`config.mk`:
```
export PLATFORM = sky130hd
export DESIGN_NAME = heat_stir_ctrl
export DESIGN_NICKNAME = d
export VERILOG_FILES = /design/src/rtl/heat_stir_ctrl.sv
export SDC_FILE = /design/constraint.sdc
export NUM_CORES = 1
export LEC_CHECK = 0
export BUFFER_PORTS_ARGS = -buffer_cell sky130_fd_sc_hd__buf_2
export CAP_MARGIN = 20
export CORE_MARGIN = 8
export CORE_UTILIZATION = 60
export CTS_CLUSTER_SIZE = 30
export DETAILED_ROUTE_END_ITERATION = 7
export PLACE_DENSITY = 0.82
export SLEW_MARGIN = 20
export SYNTH_ARGS = -nofsm -noshare
export SYNTH_HDL_FRONTEND = slang
export SYNTH_SLANG_ARGS = --single-unit
```
`constraint.sdc`:
```
create_clock -name clk_i -period 5.7 [get_ports clk_i]
set_clock_uncertainty 0.2 [all_clocks]
set_input_delay 0.285 -clock clk_i [delete_from_list [all_inputs] [get_ports clk_i]]
set_output_delay 0.285 -clock clk_i [all_outputs]
set_load 0.01 [all_outputs]
```
`src/rtl/heat_stir_ctrl.sv`:
```
// N-channel heater/stirrer controller: proportional heater PWM, soft-start motor PWM,
// sticky over-temperature fault and a per-channel IDLE/HEAT/HOLD/FAULT state machine.
module heat_stir_ctrl #(
    parameter int CH        = 2,
    parameter int TW        = 8,
    parameter int PW        = 8,
    parameter int PRESC     = 390,
    parameter int KP_SHIFT  = 3,
    parameter int BAND      = 2,
    parameter int RAMP_STEP = 4,
    parameter int T_MAX     = 160,
    parameter int T_HYST    = 10
) (
    input  logic             clk_i,
    input  logic             rst_ni,
    input  logic [CH-1:0]    en_i,
    input  logic             temp_valid_i,
    input  logic [CH*TW-1:0] temp_i,
    input  logic [CH*TW-1:0] setp_i,
    input  logic [CH*PW-1:0] vel_i,
    input  logic             fault_clr_i,
    output logic [CH-1:0]    heater_o,
    output logic [CH-1:0]    motor_o,
    output logic [CH-1:0]    fault_o,
    output logic [CH-1:0]    at_temp_o,
    output logic [CH*PW-1:0] mot_duty_o
);
    localparam int PCW = (PRESC > 1) ? $clog2(PRESC) : 1;
    localparam int EW  = (TW + KP_SHIFT > PW) ? TW + KP_SHIFT : PW;
    localparam logic [PW-1:0]        DUTY_MAX = {PW{1'b1}};
    localparam logic signed [TW:0]   BAND_S   = (TW+1)'(BAND);
    localparam logic [TW-1:0]        TRIP     = TW'(T_MAX);
    localparam logic [TW-1:0]        CLR_LIM  = TW'(T_MAX - T_HYST);
    localparam logic [PW-1:0]        STEP     = PW'(RAMP_STEP);

    typedef enum logic [1:0] {IDLE, HEAT, HOLD, FAULT} state_t;

    logic [PCW-1:0] presc_q, presc_d;
    logic [PW-1:0]  pwm_cnt_q, pwm_cnt_d;
    logic           tick, pb;

    state_t         state_q     [CH];
    state_t         state_d     [CH];
    logic [TW-1:0]  temp_q      [CH];
    logic [TW-1:0]  temp_d      [CH];
    logic [PW-1:0]  heat_duty_q [CH];
    logic [PW-1:0]  heat_duty_d [CH];
    logic [PW-1:0]  mot_duty_q  [CH];
    logic [PW-1:0]  mot_duty_d  [CH];
    logic [CH-1:0]  heater_q, heater_d, motor_q, motor_d;

    // Shared PWM timebase: pb marks the last tick of a PWM period.
    always_comb begin
        tick      = (presc_q == PCW'(PRESC - 1));
        presc_d   = tick ? '0 : presc_q + 1'b1;
        pwm_cnt_d = tick ? pwm_cnt_q + 1'b1 : pwm_cnt_q;
        pb        = tick && (pwm_cnt_q == DUTY_MAX);
    end

    always_comb begin
        logic signed [TW:0] err;
        logic [EW-1:0]      err_sh;
        logic [PW-1:0]      raw, tgt;
        logic               in_band;
        err        = '0;
        err_sh     = '0;
        raw        = '0;
        tgt        = '0;
        in_band    = 1'b0;
        heater_d   = '0;
        motor_d    = '0;
        fault_o    = '0;
        at_temp_o  = '0;
        mot_duty_o = '0;
        for (int c = 0; c < CH; c++) begin
            err     = $signed({1'b0, setp_i[c*TW +: TW]}) - $signed({1'b0, temp_q[c]});
            err_sh  = EW'(err[TW-1:0]) << KP_SHIFT;
            in_band = (err <= BAND_S) && (err >= -BAND_S);
            if (err[TW] || err == '0)      raw = '0;
            else if (err_sh > EW'(DUTY_MAX)) raw = DUTY_MAX;
            else                           raw = err_sh[PW-1:0];

            temp_d[c]  = temp_valid_i ? temp_i[c*TW +: TW] : temp_q[c];

            state_d[c] = state_q[c];
            if (temp_q[c] >= TRIP) begin
                state_d[c] = FAULT;
            end else if (state_q[c] == FAULT) begin
                if (fault_clr_i && temp_q[c] < CLR_LIM) state_d[c] = IDLE;
            end else if (!en_i[c]) begin
                state_d[c] = IDLE;
            end else begin
                case (state_q[c])
                    IDLE:    state_d[c] = HEAT;
                    HEAT:    if (in_band)  state_d[c] = HOLD;
                    HOLD:    if (!in_band) state_d[c] = HEAT;
                    default: state_d[c] = state_q[c];
                endcase
            end

            // Duty only moves on period boundaries so each period is a clean PWM frame.
            heat_duty_d[c] = heat_duty_q[c];
            if (state_q[c] == IDLE || state_q[c] == FAULT || state_d[c] == FAULT)
                heat_duty_d[c] = '0;
            else if (pb)
                heat_duty_d[c] = raw;

            tgt           = en_i[c] ? vel_i[c*PW +: PW] : '0;
            mot_duty_d[c] = mot_duty_q[c];
            if (pb) begin
                if (mot_duty_q[c] < tgt)
                    mot_duty_d[c] = (tgt - mot_duty_q[c] < STEP) ? tgt : mot_duty_q[c] + STEP;
                else if (mot_duty_q[c] > tgt)
                    mot_duty_d[c] = (mot_duty_q[c] - tgt < STEP) ? tgt : mot_duty_q[c] - STEP;
            end

            // Gate on the next state so a trip or disable drops the heater one cycle earlier.
            heater_d[c] = (state_d[c] == HEAT || state_d[c] == HOLD) && (pwm_cnt_q < heat_duty_q[c]);
            motor_d[c]  = pwm_cnt_q < mot_duty_q[c];

            fault_o[c]               = (state_q[c] == FAULT);
            at_temp_o[c]             = (state_q[c] == HOLD);
            mot_duty_o[c*PW +: PW]   = mot_duty_q[c];
        end
    end

    always_ff @(posedge clk_i or negedge rst_ni) begin
        if (!rst_ni) begin
            presc_q   <= '0;
            pwm_cnt_q <= '0;
            heater_q  <= '0;
            motor_q   <= '0;
            for (int c = 0; c < CH; c++) begin
                state_q[c]     <= IDLE;
                temp_q[c]      <= '0;
                heat_duty_q[c] <= '0;
                mot_duty_q[c]  <= '0;
            end
        end else begin
            presc_q   <= presc_d;
            pwm_cnt_q <= pwm_cnt_d;
            heater_q  <= heater_d;
            motor_q   <= motor_d;
            for (int c = 0; c < CH; c++) begin
                state_q[c]     <= state_d[c];
                temp_q[c]      <= temp_d[c];
                heat_duty_q[c] <= heat_duty_d[c];
                mot_duty_q[c]  <= mot_duty_d[c];
            end
        end
    end

    assign heater_o = heater_q;
    assign motor_o  = motor_q;

endmodule

```
==> out/metrics.yaml, run 1 <==
floorplan:
  core-area_mm2: 0.0103
  die_w_um: 119
  row_count: 37
  start_util: 0.616
  io_pins: 78
  dieArea_mm2: 0.0141
  fp.dieH_um: 119
sta:
  report.final.slew_viol_count: 0
  slew_headroom: 0.327
  worst_pin_slew_ns: 1.01
  fin_tns_setup_ns: 0
  hold_viol: 0
  setup_viol: 0
  grt_setup_unrepaired: "no"
  layout_setup_ws_ns: 1.62
  fmax_mhz: 245
  min_period_ns: 4.08
  finalCritPeriodShare: 0.717
yosys:
  synth_common_cells: "93 x ha_1, 81 x nand2_1, 75 x inv_1, 69 x dfrtp_1, 58 x o21ai_0"
  synth_top_area_share: 0.272
  async_reset_ff_frac: 1.00
  synth.area.top_cells: "dfrtp_1 27%, ha_1 18%, nand2_1 4.8%"
  syn_avg_cell_area_um2: 8.32
  yosysTopAreaCell: "dfrtp_1"
  synth_edf_count: 0
  synth_fp_nets: 913
  synthCells: 764
  synth_seq_area_share: 0.272
  ys_ff_latch: 69
  ys.flop_type: "dfrtp_1"
  yosysWarningCount: 0
  synth.distinct_cells: 70
  syn_area_mm2: 0.00636
  yosysMostFrequentCell: "ha_1"
placement:
  portBuffers: 77
  dp_hpwl_mm: 12.4
  pre_cts_slack_ns: 1.67
  gp_congestion: 0.891
clock_tree:
  cts_buffers: 9
  post_cts_resized: 0
  cts_hold_buf: 17
  h-tree-depth: 3
  cts_setup_buffers: 0
  clk_path_buf_depth: 2
  cts_sinks: 69
  clock-root-buffer: "clkbuf_8"
  clk-insertion-delay-late_ns: 0.36
  clk_pin_slew_ns: 0.08
  cts_tree: "yes"
power_and_ir_drop:
  p_per_area_mw_per_mm2: 188
  irDropWorstVdd_mv: 0.123
  p_leak_nw: 3.60
worst_setup_path:
  path_cells: "inv_1, ha_1, nor2b_1, o31a_1, a311o_1, a21oi_1, xnor2_1, nor3_4, a22oi_1, a211o_1, ha_1, nand2b_1, or3b_2, o21ai_0"
  critPathBufInv: 1
  cp_num_cells: 14
  rrSetupSlack_ns: 1.62
  crit_family: "compound AO/OA/AOI/OAI gates"
  cp_common_cell: "ha_1"
  start_kind: "flip-flop"
  max_stage_delay_ns: 0.53
  cp-end-kind: "flip-flop"
  arrival_ns: 4.15
  crit_required_ns: 5.76
  path_max_fanout: 6
  slowest_stage: "or3b_2"
  reg2reg_depth: 14
  crit_type: "reg2reg"
final_layout:
  regArea_mm2: 0.00173
  drive_gt1_frac: 0.138
  fillers: 814
  num_antenna_cells: 0
  syn2layout_area_growth_pct: 13.2
  nets: 1001
  multi_input_area_mm2: 0.00426
routing:
  routedWlPerCell_um: 16.1
  drt_iter0_markers: 391
  drtPass1Iterations: 5
  avgViaCountPerCell: 5.93
  ant_nets: 0
  drcViolationCount: 0
  routed_wirelength_mm: 16.0
  num_vias: 5884
global_route:
  busiest_layer: "met2"
  grt_overflow: 0
  gr-usage-met1: 0.273
  grtUsageTotal: 0.231
  grt_pass1_wl_mm: 27.6
  grt_pass1_vias: 6039
  grt_start_max_net_pins: 70
  grtUsageMet2: 0.403
  antenna_found_initial: 0
  grt_util_met3: 0.0557
run_status:
  status: "finished, final reports clean"
min_path:
  hold_path_class: "in2reg"
  min_path_cells: 3
run:
  drv_cap: 0
==> final cells by class <==
class                   instances  area share
repair buffers                 95      0.0782
inverters                      75      0.0391
clock inverters                 4     0.00661
clock buffers                  12      0.0202
well taps                     136      0.0236
flip-flops and latches         69       0.240
multi-input cells             602       0.592
==> per-layer routing <==
layer / routed length (um) / part of all wire / vias to the layer above
li1: - / - / 2897
met1: 7010 / 0.44 / 2789
met2: 7710 / 0.48 / 171
met3: 989 / 0.062 / 27
met4: 278 / 0.017 / 0
met5: 0 / 0 / -
==> tightest hold or removal path, stage by stage <==
cell and delay, ns:
buf_2 0.10, nand2_1 0.09, o21ai_0 0.09
==> power by group <==
part | internal (mW) | switching, mW
Combinational | 0.168 | 0.251
Clock | 0.213 | 0.194
Sequential | 0.510 | 0.0189
Total | 0.891 | 0.464
==> final timing paths <==
| path | start | end |
|---|---|---|
| worst max-delay path | temp_q[1] | heat_duty_q[6] |
| worst min-delay path | vel_i[6] | mot_duty_o[6] |
| worst max register to register | temp_q[1] | heat_duty_q[6] |
| worst min register to register | heat_duty_q[15] | heat_duty_q[15] |
| max in group asynchronous | rst_ni | heater_o[0] |
| min in group asynchronous | rst_ni | temp_q[12] |
==> cells by family (layout without fill, tap and decap cells) <==
group / after synthesis / after routing / synth area share
compound gates: 211 / 211 / 0.216
xor+xnor: 28 / 28 / 0.0386
fa+ha+maj: 95 / 95 / 0.189
buf+inv: 93 / 186 / 0.0579
flops: 69 / 69 / 0.272
mux: 9 / 9 / 0.0148
simple gates: 259 / 259 / 0.211
==> placed cells by master, fill, tap and decap left out, types with 9 or more instances in the layout <==
cell type / netlist / routed
a211oi_1: 10 / 10
a21o_1: 30 / 30
a21oi_1: 50 / 50
and3_1: 9 / 9
buf_2: 3 / 77
clkbuf_8: 0 / 10
dfrtp_1: 69 / 69
dlygate4sd3_1: 0 / 17
ha_1: 93 / 93
inv_1: 75 / 75
nand2_1: 81 / 81
nand2b_1: 12 / 12
nand3_1: 26 / 26
nor2_1: 42 / 42
nor2b_1: 12 / 12
nor3_1: 17 / 17
nor4_1: 9 / 9
o21ai_0: 58 / 58
xnor2_1: 15 / 15
xor2_1: 13 / 13
==> registers in the layout, indices dropped and copies added, names as in the netlist <==
name and cells:
heat_duty_q 12, heater_o 2, mot_duty_o 16, motor_o 2, presc_q 9, pwm_cnt_q 8
state_q 4, temp_q 16
==> through the flow <==
| stage | std cells | power [mW] | hold WS [ns] | cell area (um2) | util |
|---|---|---|---|---|---|
| after CTS | 993 | 1.36 | 0.0410 | 7200 | 0.697 |
| after global placement | 960 | 0.923 | 0.264 | 6830 | 0.662 |
| final | 993 | 1.35 | 0.0515 | 7200 | 0.697 |
| after global routing | 993 | 1.44 | 0.0623 | 7200 | 0.697 |
| after floorplan | 764 | 0.831 | -0.211 | 6360 | - |
| after detailed placement | 960 | 0.941 | 0.266 | 6830 | 0.662 |
Power figures use the tool's default switching activity.
==> run 2, diff against run 1 <==
- ABC_AREA: not set -> 1
- PLACE_DENSITY: 0.82 -> 0.81
- clock period: 5.7 -> 3.77 ns (I/O delays scaled with it)
==> run 2 against run 1 <==
  * First-iteration DRC count down 18%
  * Global-route usage down 1.7 points
  * Total power up 70%
  * Utilization down 0.99 points
  * Worst setup slack worse by 1.2 ns
  * Sequential share of layout area down 2.7 points
  * Register-to-register slack worse by 1.2 ns
  * Sequential cell count unchanged
  * Via count up 14%
  * Critical path type unchanged
  * Critical endpoint is now heat_duty_q[13]
  * Highest routed layer unchanged
==> out/metrics.yaml, run 2 <==
final_layout:
  drive_gt1_frac: 0.139  # +0.00113
  num_antenna_cells: 0  # unchanged
  nets: 1276  # +27%
  final_common_cell: "nand2_1"
  mostFrequentLayoutCells: "294 x nand2_1, 171 x inv_1, 97 x nand3_1, 93 x ha_1, 76 x buf_2"
  syn2layout_area_growth_pct: 13.9
  post-route-util: 0.687  # -0.00995
yosys:
  synth_edf_count: 0  # unchanged
  syn_avg_cell_area_um2: 6.93  # -17%
  yosysMostFrequentCell: "nand2_1"
  async_reset_ff_frac: 1.00  # unchanged
  synth.distinct_cells: 48  # -31%
  synth_common_cells: "294 x nand2_1, 171 x inv_1, 97 x nand3_1, 93 x ha_1, 69 x dfrtp_1"
  yosysWarningCount: 0  # unchanged
  yosys.area_share.simple: 0.340  # +0.129
  synthCells: 1028  # +35%
  synth_seq_area_share: 0.242  # -0.0292
  synth_fp_nets: 1177  # +29%
  syn_area_mm2: 0.00712  # +12%
  synth_xor_area_frac: 0.0430  # +0.00445
  muxShareOfSynthArea: 0.00316  # -0.0116
  ys_ff_latch: 69  # unchanged
  synthAdderAreaFrac: 0.169  # -0.0204
  synth_compound_area_frac: 0.0991  # -0.117
  synth_top_area_share: 0.242  # -0.0292
  synth_top_family_by_area: "simple AND/OR/NAND/NOR gates"
  yosysTopAreaCell: "dfrtp_1"
  ys.flop_type: "dfrtp_1"
  synth.area.top_cells: "dfrtp_1 24%, ha_1 16%, nand2_1 15%"
min_path:
  hold_path_class: "in2reg"
routing:
  drt_iter0_markers: 320  # -18%
  num_vias: 6733  # +14%
  drcViolationCount: 0  # unchanged
  drtPass1Iterations: 5  # unchanged
  ant_nets: 0  # unchanged
  routedWlPerCell_um: 13.1  # -19%
  routed_wirelength_mm: 16.7  # +4.6%
  avgViaCountPerCell: 5.27  # -11%
clock_tree:
  clock-root-buffer: "clkbuf_16"
  cts_setup_buffers: 0  # unchanged
  clk_path_buf_depth: 2  # unchanged
  cts_tree: "yes"
  h-tree-depth: 3  # unchanged
  clk-insertion-delay-late_ns: 0.33  # -0.03 ns
  cts_sinks: 69  # unchanged
  clk_pin_slew_ns: 0.05  # -0.03 ns
  cts_buffers: 9  # unchanged
worst_setup_path:
  crit_required_ns: 3.82  # -1.94 ns
  crit_family: "simple AND/OR/NAND/NOR gates"
  cp-end-kind: "flip-flop"
  cp_common_cell: "nand2_1"
  max_stage_delay_ns: 0.40  # -0.13 ns
  crit_type: "reg2reg"
  path_cells: "ha_1, inv_1, fa_1, nand2_1, nand3_1, nand3_1, nand2_1, nand2_1, nand2_1, nor2_1, nand3_1, nand3_1, nand2_1, nand2_1, nand3_1, nand2_1, nand2_1, ha_1, nor2_1, inv_1, nor2_1, inv_1, o21ai_0"
  arrival_ns: 3.43  # -0.72 ns
  start_kind: "flip-flop"
  critPathBufInv: 3  # +2
  slowest_stage: "fa_1"
  path_max_fanout: 5  # -1
sta:
  fmax_mhz: 296  # +21%
  slew_headroom: 0.583  # +0.256
  min_period_ns: 3.38  # -0.709 ns
  fin_tns_setup_ns: 0  # unchanged
  grt_setup_unrepaired: "no"
  worst_pin_slew_ns: 0.626  # -0.384 ns
  hold_ws_ns: 0.0789  # +0.0273 ns
  setup_viol: 0  # unchanged
  report.final.slew_viol_count: 0  # unchanged
  finalCritPeriodShare: 0.896  # +0.179
  hold_viol: 0  # unchanged
global_route:
  antenna_found_initial: 0  # unchanged
  grt_overflow: 0  # unchanged
  grt_start_max_net_pins: 47  # -33%
  grt_pass1_vias: 6277  # +3.9%
  grt_pass1_wl_mm: 28.5  # +3.2%
  grtUsageTotal: 0.215  # -0.0166
floorplan:
  core-area_mm2: 0.0118  # +14%
  row_count: 40  # +8.1%
  die_w_um: 125  # +5.1%
  start_util: 0.603  # -0.0126
  fp.dieH_um: 125  # +5.1%
  io_pins: 78  # unchanged
  dieArea_mm2: 0.0156  # +10%
power_and_ir_drop:
  irDropWorstVdd_mv: 0.265  # +110%
  p_per_area_mw_per_mm2: 284  # +51%
  p_leak_nw: 4.63  # +29%
run:
  drv_cap: 0  # unchanged
placement:
  gp_congestion: 0.959  # +7.6%
  dp_hpwl_mm: 13.2  # +6.3%
  portBuffers: 77  # unchanged
run_status:
  status: "finished, final reports clean"
-- run 2: cell types whose count changed after synthesis, sizes merged, moves of 13 or more --
cell / before / now
o21ai: 58 / 40
inv: 75 / 186
xor2: 13 / 26
nand2: 81 / 302
nand3: 26 / 102
nor2: 42 / 58
nand4: 3 / 26
a21o: 30 / 5
-- run 2: layout make-up --
class	instances	area (um2)
fillers	997	3690
multi-input cells	764	4660
flip-flops and latches	69	1730
repair buffers	97	586
clock buffers	13	250
clock inverters	2	10.0
well taps	147	184
inverters	186	698
-- run 2: final timing paths --
kind                                 from  cells past startpoint  slack (ns)               to
min in group asynchronous          rst_ni                      2        0.21    mot_duty_o[2]
min                              vel_i[1]                      5        0.08    mot_duty_o[1]
max reg2reg                     temp_q[8]                     23        0.39  heat_duty_q[13]
max                             temp_q[8]                     23        0.39  heat_duty_q[13]
min reg2reg                heat_duty_q[3]                      2        0.29   heat_duty_q[3]
max in group asynchronous          rst_ni                      3        2.42        temp_q[3]
-- run 2: report_power, final --
| part | internal, mW | switching (mW) | leakage [nW] |
|---|---|---|---|
| clock network | 0.457 | 0.289 | 0.129 |
| registers | 0.771 | 0.0249 | 0.872 |
| logic | 0.272 | 0.489 | 3.63 |
| total | 1.50 | 0.803 | 4.63 |
-- run 2: timing repair --
item | 4_1_cts | 5_1_grt
resized for setup | 0 | 0
setup endpoints to repair | 0 | 0
hold buffers | 19 | 0
hold endpoints to repair | 63 | 0
-- run 2: kinds of logic (layout without fill, tap and decap cells) --
logic type               after synthesis  count (layout)
AO/OA/AOI/OAI                        115             115
XOR/XNOR                              35              35
adder cells (fa/ha/maj)               95              95
buffers and inverters                195             298
flip-flops                            69              69
multiplexers                           2               2
AND/OR/NAND/NOR                      517             517
-- run 2: through the flow --
stage          setup WS [ns]  instance area (um2)  cells  power, mW
2_1_floorplan          0.821                 7120   1028       1.36
5_1_grt               0.0651                 8120   1278       2.47
6_report               0.394                 8120   1278       2.30
4_1_cts                0.426                 8110   1278       2.32
3_3_place_gp           0.608                 7660   1244       1.53
3_5_place_dp           0.439                 7660   1244       1.54
-- run 2: worst register-to-register path: cells and delay by family (launching register included) --
family	cells	cell delay, ns
compound gates	1	0.15
fa+ha+maj	3	0.75
buf+inv	3	0.22
flops	1	0.37
simple gates	16	1.59
-- run 2: routing by layer --
layer  vias up  GRT usage  share of wire
li1       3513          -              -
met1      3008      0.265           0.45
met2       182      0.370           0.48
met3        30     0.0467          0.057
met4         0     0.0566          0.017
met5         -          0              0
==> run 3, diff against run 2 <==
- RECOVER_POWER: not set -> 100
==> run 3 against run 2 <==
  * The flow now finishes with violations (max-capacitance violations, max-slew violations)
  * Maximum frequency is 2.8% lower
  * First-iteration DRC count is 8.8% higher
  * Via count hardly changed
  * Clock power hardly changed
  * Sequential share of layout area is 0.31 points higher
  * Global-route usage stayed put
  * Combinational power is 1% lower
  * Cell count stayed put
  * Total power is 0.42% lower
  * Largest cell class unchanged
==> out/metrics.yaml, run 3 (synthesized netlist as in run 2, its figures left out) <==
run_status:
  status: "finished with violations"
  violations: "max-capacitance violations, max-slew violations"
placement:
  portBuffers: 77  # unchanged
  dp_hpwl_mm: 13.2  # unchanged
  gp_congestion: 0.959  # unchanged
  place_area_mm2: 0.00766  # unchanged
  pre_cts_slack_ns: 0.439  # unchanged
  dp_cells: 1244  # unchanged
sta:
  setup_viol: 0  # unchanged
  finalCritPeriodShare: 0.921  # +0.0260
  layout_setup_ws_ns: 0.296  # -0.0979 ns
  hold_viol: 0  # unchanged
  worst_pin_slew_ns: 2.46  # +1.84 ns
  hold_ws_ns: 0.0810  # +0.00215 ns
  fmax_mhz: 288  # -2.8%
  min_period_ns: 3.47  # +0.0979 ns
  fin_tns_setup_ns: 0  # unchanged
  report.final.slew_viol_count: 47  # +47
  grt_setup_unrepaired: "no"
  slew_headroom: -0.643  # -1.23
worst_setup_path:
  path_max_fanout: 9  # +4
  cp-end-kind: "flip-flop"
  rr_endpoint: "mot_duty_o[0]"
  arrival_ns: 3.49  # +0.06 ns
  start_kind: "flip-flop"
  crit_type: "reg2reg"
  rrSetupSlack_ns: 0.30  # -0.10 ns
  crit_required_ns: 3.79  # -0.03 ns
  rr_startpoint: "presc_q[1]"
  reg2reg_depth: 9  # -61%
final_layout:
  mostFrequentLayoutCells: "295 x nand2_1, 173 x inv_1, 98 x nand3_1, 93 x ha_1, 69 x dfrtp_1"
  final_area_mm2: 0.00800  # -1.4%
  post-route-util: 0.677  # -0.00996
  num_antenna_cells: 0  # unchanged
  nets: 1276  # unchanged
  instances_no_fill: 1278  # unchanged
  fillers: 1026  # +2.9%
  final_common_cell: "nand2_1"
  drive_gt1_frac: 0.106  # -0.0327
  syn2layout_area_growth_pct: 12.3
floorplan:
  io_pins: 78  # unchanged
  fp.dieH_um: 125  # unchanged
  start_util: 0.603  # unchanged
  core-area_mm2: 0.0118  # unchanged
  die_w_um: 125  # unchanged
  row_count: 40  # unchanged
  dieArea_mm2: 0.0156  # unchanged
clock_tree:
  post_cts_resized: 0  # unchanged
  cts_sinks: 69  # unchanged
  clk_pin_slew_ns: 0.05  # about the same
  cts_buffers: 9  # unchanged
  clock-root-buffer: "clkbuf_16"
  cts_setup_buffers: 0  # unchanged
  clk_path_buf_depth: 2  # unchanged
  clk-insertion-delay-late_ns: 0.33  # about the same
  cts_hold_buf: 19  # unchanged
  h-tree-depth: 3  # unchanged
  cts_tree: "yes"
min_path:
  min_from: "vel_i[1]"
  worstHoldEndpoint: "mot_duty_o[1]"
  min_path_cells: 5  # unchanged
  hold_path_class: "in2reg"
global_route:
  antenna_found_initial: 0  # unchanged
  grt_start_max_net_pins: 47  # unchanged
  grt_overflow: 0  # unchanged
  grtUsageTotal: 0.215  # unchanged
  grt_pass1_wl_mm: 28.5  # unchanged
  grt_pass1_vias: 6277  # unchanged
routing:
  drt_iter0_markers: 348  # +8.8%
  drcViolationCount: 0  # unchanged
  ant_nets: 0  # unchanged
  routed_wirelength_mm: 16.8  # +0.53%
  num_vias: 6736  # +0.045%
  routedWlPerCell_um: 13.2  # +0.53%
  avgViaCountPerCell: 5.27  # about the same
  drtPass1Iterations: 6  # +1
power_and_ir_drop:
  p_per_area_mw_per_mm2: 287  # +1.0%
  p_leak_nw: 4.51  # -2.5%
  irDropWorstVdd_mv: 0.264  # about the same
  p_total_mw: 2.29  # -0.42%
run:
  drv_cap: 1  # +1
## run 3: how the worst max path moves through the flow
stage / depth (start not counted) / end / slack [ns] / start
floorplan: 23 / heat_duty_q[13] / 0.82 / temp_q[8]
global placement: 25 / heat_duty_q[13] / 0.61 / setp_i[0]
detailed placement: 25 / heat_duty_q[13] / 0.44 / setp_i[0]
CTS: 23 / heat_duty_q[13] / 0.43 / temp_q[8]
global route: 23 / heat_duty_q[11] / 0.04 / temp_q[8]
finish: 9 / mot_duty_o[0] / 0.30 / presc_q[1]
## run 3: layer usage
layer / part of all wire / vias up / track usage
li1: - / 3513 / -
met1: 0.46 / 3024 / 0.265
met2: 0.48 / 174 / 0.370
met3: 0.053 / 25 / 0.0467
met4: 0.014 / 0 / 0.0566
met5: 0 / - / 0
## run 3: critical path, cell delays in order, from the launching register on
cell,delay (ns)
dfrtp_1,0.38
inv_1,0.08
ha_1,0.15
nand3_1,0.08
nor4_1,0.59
nand2_4,0.19
nor4_1,0.91
nand2_1,0.45
nor2_1,0.24
o21ai_1,0.08
## run 3: where the power goes
group | switching (mW) | internal, mW | leakage (nW)
Sequential | 0.0250 | 0.771 | 0.872
Combinational | 0.484 | 0.267 | 3.51
Clock | 0.289 | 0.457 | 0.129
Total | 0.798 | 1.49 | 4.51
## run 3: layout make-up
class / count / area, um2 / share of cell area
repair buffers: 97 / 549 / 0.0687
clock buffers: 13 / 250 / 0.0313
well taps: 147 / 184 / 0.0230
flip-flops and latches: 69 / 1730 / 0.216
clock inverters: 2 / 10.0 / 0.00125
inverters: 186 / 698 / 0.0873
multi-input cells: 764 / 4580 / 0.573
